## src/rtl/cpu_boot_loader.sv

```systemverilog
// Boot loader in front of the cpu: streams a header plus program/data words into the cpu memories,
// runs the cpu for a cycle budget, then dumps data memory. Optional load checksum: BOOT_CHECKSUM_EN.
module cpu_boot_loader #(
    parameter int IMEM_DEPTH = 512,
    parameter int DMEM_DEPTH = 1024,
    parameter int ADDR_STEP  = 4
) (
    input  logic        clk,
    input  logic        arst_n,
    input  logic        start,
    input  logic [31:0] run_cycles,
    input  logic        in_valid,
    output logic        in_ready,
    input  logic [31:0] in_data,
    output logic        out_valid,
    input  logic        out_ready,
    output logic [31:0] out_data,
    output logic        out_last,
    output logic        cpu_enable,
    output logic [31:0] addr_ext,
    output logic [31:0] wdata_ext,
    output logic        wen_ext,
    output logic        ren_ext,
    output logic [31:0] addr_ext_2,
    output logic [31:0] wdata_ext_2,
    output logic        wen_ext_2,
    output logic        ren_ext_2,
    input  logic [31:0] rdata_ext_2,
    output logic        busy,
    output logic        done,
    output logic        err
);
    typedef enum logic [3:0] {
        IDLE, HDR, LD_I, LD_D, CHK, RUN, DUMP_RD, DUMP_CAP, DUMP_OUT, DONE
    } state_t;

`ifdef BOOT_CHECKSUM_EN
    localparam logic CHK_EN = 1'b1;
`else
    localparam logic CHK_EN = 1'b0;
`endif
    localparam logic [31:0] STEP = ADDR_STEP[31:0];

    state_t      state_q, state_d;
    logic [15:0] icnt_q, icnt_d, dcnt_q, dcnt_d, idx_q, idx_d;
    logic [31:0] run_left_q, run_left_d, run_cycles_q, run_cycles_d;
    logic        err_q, err_d, in_ready_q, in_ready_d, cpu_enable_q, cpu_enable_d;
    logic        wen_ext_q, wen_ext_d, wen_ext_2_q, wen_ext_2_d, ren_ext_2_q, ren_ext_2_d;
    logic [31:0] addr_ext_q, addr_ext_d, wdata_ext_q, wdata_ext_d;
    logic [31:0] addr_ext_2_q, addr_ext_2_d, wdata_ext_2_q, wdata_ext_2_d;
    logic        out_valid_q, out_valid_d, out_last_q, out_last_d, busy_q, busy_d, done_q, done_d;
    logic [31:0] out_data_q, out_data_d;
    logic        in_hs;
`ifdef BOOT_CHECKSUM_EN
    logic [31:0] sum_q, sum_d;
`endif

    function automatic logic [31:0] word_addr(input logic [15:0] idx);
        return 32'(idx) * STEP;
    endfunction

    function automatic state_t dump_or_done(input logic [15:0] dc);
        return (dc != 16'd0) ? DUMP_RD : DONE;
    endfunction

    function automatic state_t run_or_dump(input logic [15:0] dc, input logic [31:0] rc);
        return (rc != 32'd0) ? RUN : dump_or_done(dc);
    endfunction

    function automatic state_t after_load(input logic [15:0] dc, input logic [31:0] rc);
        return CHK_EN ? CHK : run_or_dump(dc, rc);
    endfunction

    always_comb begin
        state_d       = state_q;
        icnt_d        = icnt_q;
        dcnt_d        = dcnt_q;
        idx_d         = idx_q;
        run_left_d    = run_left_q;
        run_cycles_d  = run_cycles_q;
        err_d         = err_q;
        wen_ext_d     = 1'b0;
        wen_ext_2_d   = 1'b0;
        addr_ext_d    = addr_ext_q;
        wdata_ext_d   = wdata_ext_q;
        addr_ext_2_d  = addr_ext_2_q;
        wdata_ext_2_d = wdata_ext_2_q;
        out_data_d    = out_data_q;
        in_hs         = in_valid && in_ready_q;
`ifdef BOOT_CHECKSUM_EN
        sum_d         = sum_q;
`endif
        case (state_q)
            IDLE, DONE: if (start) begin
                state_d      = HDR;
                err_d        = 1'b0;
                run_cycles_d = run_cycles;
            end
            HDR: if (in_hs) begin
                icnt_d = in_data[31:16];
                dcnt_d = in_data[15:0];
                idx_d  = 16'd0;
                if (32'(in_data[31:16]) > IMEM_DEPTH[31:0] || 32'(in_data[15:0]) > DMEM_DEPTH[31:0]) begin
                    state_d = DONE;
                    err_d   = 1'b1;
                end else if (in_data[31:16] != 16'd0) begin
                    state_d = LD_I;
                end else if (in_data[15:0] != 16'd0) begin
                    state_d = LD_D;
                end else begin
                    state_d = after_load(in_data[15:0], run_cycles_q);
                end
            end
            LD_I: if (in_hs) begin
                wen_ext_d   = 1'b1;
                addr_ext_d  = word_addr(idx_q);
                wdata_ext_d = in_data;
                if (idx_q + 16'd1 == icnt_q) begin
                    idx_d   = 16'd0;
                    state_d = (dcnt_q != 16'd0) ? LD_D : after_load(dcnt_q, run_cycles_q);
                end else begin
                    idx_d = idx_q + 16'd1;
                end
            end
            LD_D: if (in_hs) begin
                wen_ext_2_d   = 1'b1;
                addr_ext_2_d  = word_addr(idx_q);
                wdata_ext_2_d = in_data;
                if (idx_q + 16'd1 == dcnt_q) begin
                    idx_d   = 16'd0;
                    state_d = after_load(dcnt_q, run_cycles_q);
                end else begin
                    idx_d = idx_q + 16'd1;
                end
            end
`ifdef BOOT_CHECKSUM_EN
            CHK: if (in_hs) begin
                if (in_data != sum_q) begin
                    state_d = DONE;
                    err_d   = 1'b1;
                end else begin
                    state_d = run_or_dump(dcnt_q, run_cycles_q);
                end
            end
`endif
            // Down-counter holds the cycles left including the current one; it never wraps.
            RUN: if (run_left_q <= 32'd1) begin
                run_left_d = 32'd0;
                state_d    = dump_or_done(dcnt_q);
            end else begin
                run_left_d = run_left_q - 32'd1;
            end
            DUMP_RD:  state_d = DUMP_CAP;
            DUMP_CAP: begin
                out_data_d = rdata_ext_2;
                state_d    = DUMP_OUT;
            end
            DUMP_OUT: if (out_ready) begin
                if (idx_q + 16'd1 == dcnt_q) begin
                    idx_d   = 16'd0;
                    state_d = DONE;
                end else begin
                    idx_d   = idx_q + 16'd1;
                    state_d = DUMP_RD;
                end
            end
            default: state_d = IDLE;
        endcase

`ifdef BOOT_CHECKSUM_EN
        if (in_hs && state_q inside {HDR, LD_I, LD_D}) sum_d = sum_q + in_data;
        if (start && state_q inside {IDLE, DONE}) sum_d = 32'd0;
`endif
        if (state_d == RUN && state_q != RUN) run_left_d = run_cycles_q;
        if (state_d == DUMP_RD) addr_ext_2_d = word_addr(idx_d);

        // Status outputs are decoded from the next state so they register in step with it.
        ren_ext_2_d  = (state_d == DUMP_RD);
        in_ready_d   = state_d inside {HDR, LD_I, LD_D, CHK};
        cpu_enable_d = (state_d == RUN);
        out_valid_d  = (state_d == DUMP_OUT);
        out_last_d   = out_valid_d && (idx_d + 16'd1 == dcnt_q);
        busy_d       = !(state_d inside {IDLE, DONE});
        done_d       = (state_d == DONE);
    end

    always_ff @(posedge clk or negedge arst_n) begin
        if (!arst_n) begin
            state_q       <= IDLE;
            icnt_q        <= '0;
            dcnt_q        <= '0;
            idx_q         <= '0;
            run_left_q    <= '0;
            run_cycles_q  <= '0;
            err_q         <= 1'b0;
            in_ready_q    <= 1'b0;
            cpu_enable_q  <= 1'b0;
            wen_ext_q     <= 1'b0;
            wen_ext_2_q   <= 1'b0;
            ren_ext_2_q   <= 1'b0;
            addr_ext_q    <= '0;
            wdata_ext_q   <= '0;
            addr_ext_2_q  <= '0;
            wdata_ext_2_q <= '0;
            out_valid_q   <= 1'b0;
            out_last_q    <= 1'b0;
            out_data_q    <= '0;
            busy_q        <= 1'b0;
            done_q        <= 1'b0;
`ifdef BOOT_CHECKSUM_EN
            sum_q         <= '0;
`endif
        end else begin
            state_q       <= state_d;
            icnt_q        <= icnt_d;
            dcnt_q        <= dcnt_d;
            idx_q         <= idx_d;
            run_left_q    <= run_left_d;
            run_cycles_q  <= run_cycles_d;
            err_q         <= err_d;
            in_ready_q    <= in_ready_d;
            cpu_enable_q  <= cpu_enable_d;
            wen_ext_q     <= wen_ext_d;
            wen_ext_2_q   <= wen_ext_2_d;
            ren_ext_2_q   <= ren_ext_2_d;
            addr_ext_q    <= addr_ext_d;
            wdata_ext_q   <= wdata_ext_d;
            addr_ext_2_q  <= addr_ext_2_d;
            wdata_ext_2_q <= wdata_ext_2_d;
            out_valid_q   <= out_valid_d;
            out_last_q    <= out_last_d;
            out_data_q    <= out_data_d;
            busy_q        <= busy_d;
            done_q        <= done_d;
`ifdef BOOT_CHECKSUM_EN
            sum_q         <= sum_d;
`endif
        end
    end

    assign in_ready    = in_ready_q;
    assign out_valid   = out_valid_q;
    assign out_data    = out_data_q;
    assign out_last    = out_last_q;
    assign cpu_enable  = cpu_enable_q;
    assign addr_ext    = addr_ext_q;
    assign wdata_ext   = wdata_ext_q;
    assign wen_ext     = wen_ext_q;
    assign ren_ext     = 1'b0;
    assign addr_ext_2  = addr_ext_2_q;
    assign wdata_ext_2 = wdata_ext_2_q;
    assign wen_ext_2   = wen_ext_2_q;
    assign ren_ext_2   = ren_ext_2_q;
    assign busy        = busy_q;
    assign done        = done_q;
    assign err         = err_q;
endmodule

```

## config.mk

```make
export PLATFORM = sky130hd
export DESIGN_NAME = cpu_boot_loader
export DESIGN_NICKNAME = d
export VERILOG_FILES = /design/src/rtl/cpu_boot_loader.sv
export SDC_FILE = /design/constraint.sdc
export NUM_CORES = 1
export LEC_CHECK = 0
export ABC_AREA = 1
export CAP_MARGIN = 20
export CORE_MARGIN = 2
export CORE_UTILIZATION = 52
export DETAILED_ROUTE_END_ITERATION = 8
export HOLD_SLACK_MARGIN = 0.03
export PLACE_DENSITY = 0.81
export SLEW_MARGIN = 20
export SYNTH_ARGS = -nofsm -noshare
export SYNTH_HDL_FRONTEND = slang
export SYNTH_SLANG_ARGS = --single-unit
```

## constraint.sdc

```tcl
create_clock -name clk -period 4.3 [get_ports clk]
set_input_delay 0.43 -clock clk [delete_from_list [all_inputs] [get_ports clk]]
set_output_delay 0.43 -clock clk [all_outputs]
set_load 0.01 [all_outputs]
```

==> run metrics <==
Top FF cell, synth dfrtp_1; Unique masters post-synth 45; VDD IR-drop max 0.000541 V; sequential cell area fraction in the yosys report 47.0%; gr usage total 31.5%; final WL 42600 µm; crit-path max FO 14; CTS Buf Count 27; Setup-failing EPs final 0; min cycle time layout 4.01 ns; endpoint type of the worst setup path flop; unrepaired setup endpoints after global routing no; FP Rows 59; Nets 2085; Die H 165 µm; Reg2Reg Depth 27; clk slew on worst S/H paths 0.06 ns; Multi-input gate area 6130 µm²; Slew headroom 31.3%; clock tree root buffer cell clkbuf_16; WP data arrival 4.49 ns; PwrDens 784 nW/µm²; # DRC 0; CP Class reg2reg; gr ovfl total 0; antenna-violating nets left 0; worst min path class in2reg; count leader, synth nand2_1; Final Util 66.2%; DR WL/cell 18.3 µm; Avg Inst Size Synth 7.74 µm²; Yosys reg bits 254; Pwr Total 0.0134 W; area of the mapped netlist 13500 µm²; Post-synth EDFFs 0; WHS Path Cells 3; Final Cycle Share 93.2%; first-pass GRT wire length 67100 µm; Leak 8.28 nW; H-tree Lvls 1; sum of negative setup slack 0 ns; gpl congestion 0.997; total number of vias 12664; most frequent cells after synthesis nand2_1 (594), dfrtp_1 (254), inv_1 (166); vias in the first global route 12265; largest net degree at the start of global routing 110; Setup crit start kind flop; clock skew 0.00996 ns; Synth top area share 47.0%; fin. max-slew vios 0; Inst Count DP 2285; Die X 165 µm; Initial Util 52.4%; CTS tree done; Non-Filler Instances 2336; Post-CTS Setup Bufs 0; layout cells sized above 1 8.45%; I/O Pins 272; average vias per placed instance 5.42; Sink Count 254; I/O Buffers 238; synthesis warning total 0; Fillers 2204; clock insertion delay at the later pin of the skew report 0.56 ns; Iter 0 DRT Violations 1082; initial antenna violation count 0; post-DP HPWL 31900 µm; status complete, no violations; Async S/R FF share, synth 100%; DR pass1 iterations 5; clock tree buffer depth 3; highest clock rate 0.250 GHz; core area 25800 µm²; die area 27300 µm²; antenna cells 0; synthesis-to-layout area growth 26.4%; endpoints failing hold 0; top area cells in the synthesized netlist dfrtp_1 (47%), nand2_1 (16%), o21ai_0 (5.5%), inv_1 (4.6%), nand3_1 (3.7%); Slew @ Worst Pin 1.03 ns; Reg area 6360 µm²; final hold slack 0.410 ns; max-cap violations 0; Cells after Synth 1750; worst endpoint required time 4.78 ns; leading area contributor after synthesis dfrtp_1
state kept, by name (all words and copies together) (netlist names):
signal,count
wdata_ext,32
run_left_q,32
icnt_q,16
dcnt_q,16
addr_ext_2,16
idx_q,16
busy,1
wdata_ext_2,32
out_data,32
in_ready,1
run_cycles_q,32
done,1
cpu_enable,1
out_last,1
err,1
out_valid,1
wen_ext,1
ren_ext_2,1
wen_ext_2,1
state_q,4
addr_ext,16
logic make-up (layout without fill, tap and decap cells):
group	count (synthesis)	after routing	share of synthesized area [%]
multiplexers	32	32	2.66
flip-flops	254	254	47.0
AO/OA/AOI/OAI	238	238	10.2
XOR/XNOR	35	35	2.42
buffers and inverters	272	491	8.75
other	1	33	0.0277
adder cells (fa/ha/maj)	4	4	0.370
AND/OR/NAND/NOR	914	914	28.6
per-layer routing:
layer / vias up / GRT usage, % / share of wire [%]
met5: - / 0 / 0
met4: 0 / 9.48 / 2.9
met3: 89 / 6.77 / 7.9
met2: 545 / 51.6 / 47
met1: 6000 / 42.2 / 42
li1: 6030 / - / -
area by class of cell:
cell class | count | share of cell area [%]
Inverter | 179 | 3.93
Tap cell | 335 | 2.45
Multi-Input combinational cell | 1256 | 35.8
Clock buffer | 38 | 4.66
Sequential cell | 254 | 37.2
Clock inverter | 12 | 0.899
Timing Repair Buffer | 262 | 15.1
per-stage QoR:
stage          instance area (µm²)  setup slack, ns
6_report                     17100            0.293
3_5_place_dp                 16100            0.310
2_1_floorplan                13700             1.13
3_3_place_gp                 16100            0.424
4_1_cts                      17100            0.238
5_1_grt                      17100          0.00216
path summary, 6_finish.rpt:
check	startpoint	slack, ns	endpoint
min reg2reg	addr_ext[12]	0.48	addr_ext[12]
max	idx_q[1]	0.29	out_last
min	run_cycles[14]	0.41	run_cycles_q[14]
max reg2reg	idx_q[1]	0.29	out_last
min in group asynchronous	arst_n	0.51	addr_ext[14]
max in group asynchronous	arst_n	2.78	run_cycles_q[6]
report_power, final:
part	switching (W)	internal (W)
registers	0.00100	0.00345
logic	0.00385	0.00266
clock network	0.000984	0.00147
worst max-delay path, stage by stage (launching register included):
cell and delay, ns:
dfrtp_1 0.49, ha_2 0.33, nand3_1 0.18, nor2_2 0.24, nand3_1 0.14, nand2_1 0.13, nand2_1 0.11, nand2_1 0.07
nand2_1 0.05, nor2_1 0.09, nand2_1 0.09, nor2_2 0.13, nand2_4 0.10, nand2_2 0.08, nand2_4 0.13, nand2_1 0.09
nand2_1 0.09, nand2_1 0.08, nand2_1 0.11, ha_1 0.31, xnor2_1 0.16, nand4_1 0.11, o21bai_1 0.16, nor2_1 0.11
nand2_1 0.06, nor2_1 0.08, nand2_1 0.07, nor2_1 0.12
cell usage in the layout (no fill, tap or decap), types with 4 or more instances in the layout:
cell	synthesis	routed
clkinv_1	4	4
nor2_2	12	11
o21ai_0	150	150
nand2_4	4	5
nor4_1	19	19
a21oi_1	22	22
xor2_1	22	22
nand3_1	99	99
clkinv_2	0	7
clkbuf_16	0	27
clkbuf_8	0	8
o211ai_1	26	26
conb_1	1	33
nor3_1	15	15
nand2_1	594	594
inv_1	166	165
a211oi_1	4	4
a21oi_4	4	4
nand2_2	14	13
o22ai_1	12	12
or2_2	5	5
dfrtp_1	254	253
inv_2	9	10
nor2_4	6	7
buf_4	35	22
nand4_1	26	26
nor2_1	114	114
mux2_2	32	32
o21ai_1	4	4
xnor2_1	11	11
clkdlybuf4s50_1	0	237
repair_timing:
item,CTS,global route
gates resized for setup,0,4
hold endpoints to repair,106,0
endpoints found under the setup margin,0,7
hold buffers,1,0
(Power assumes the default switching activity.)
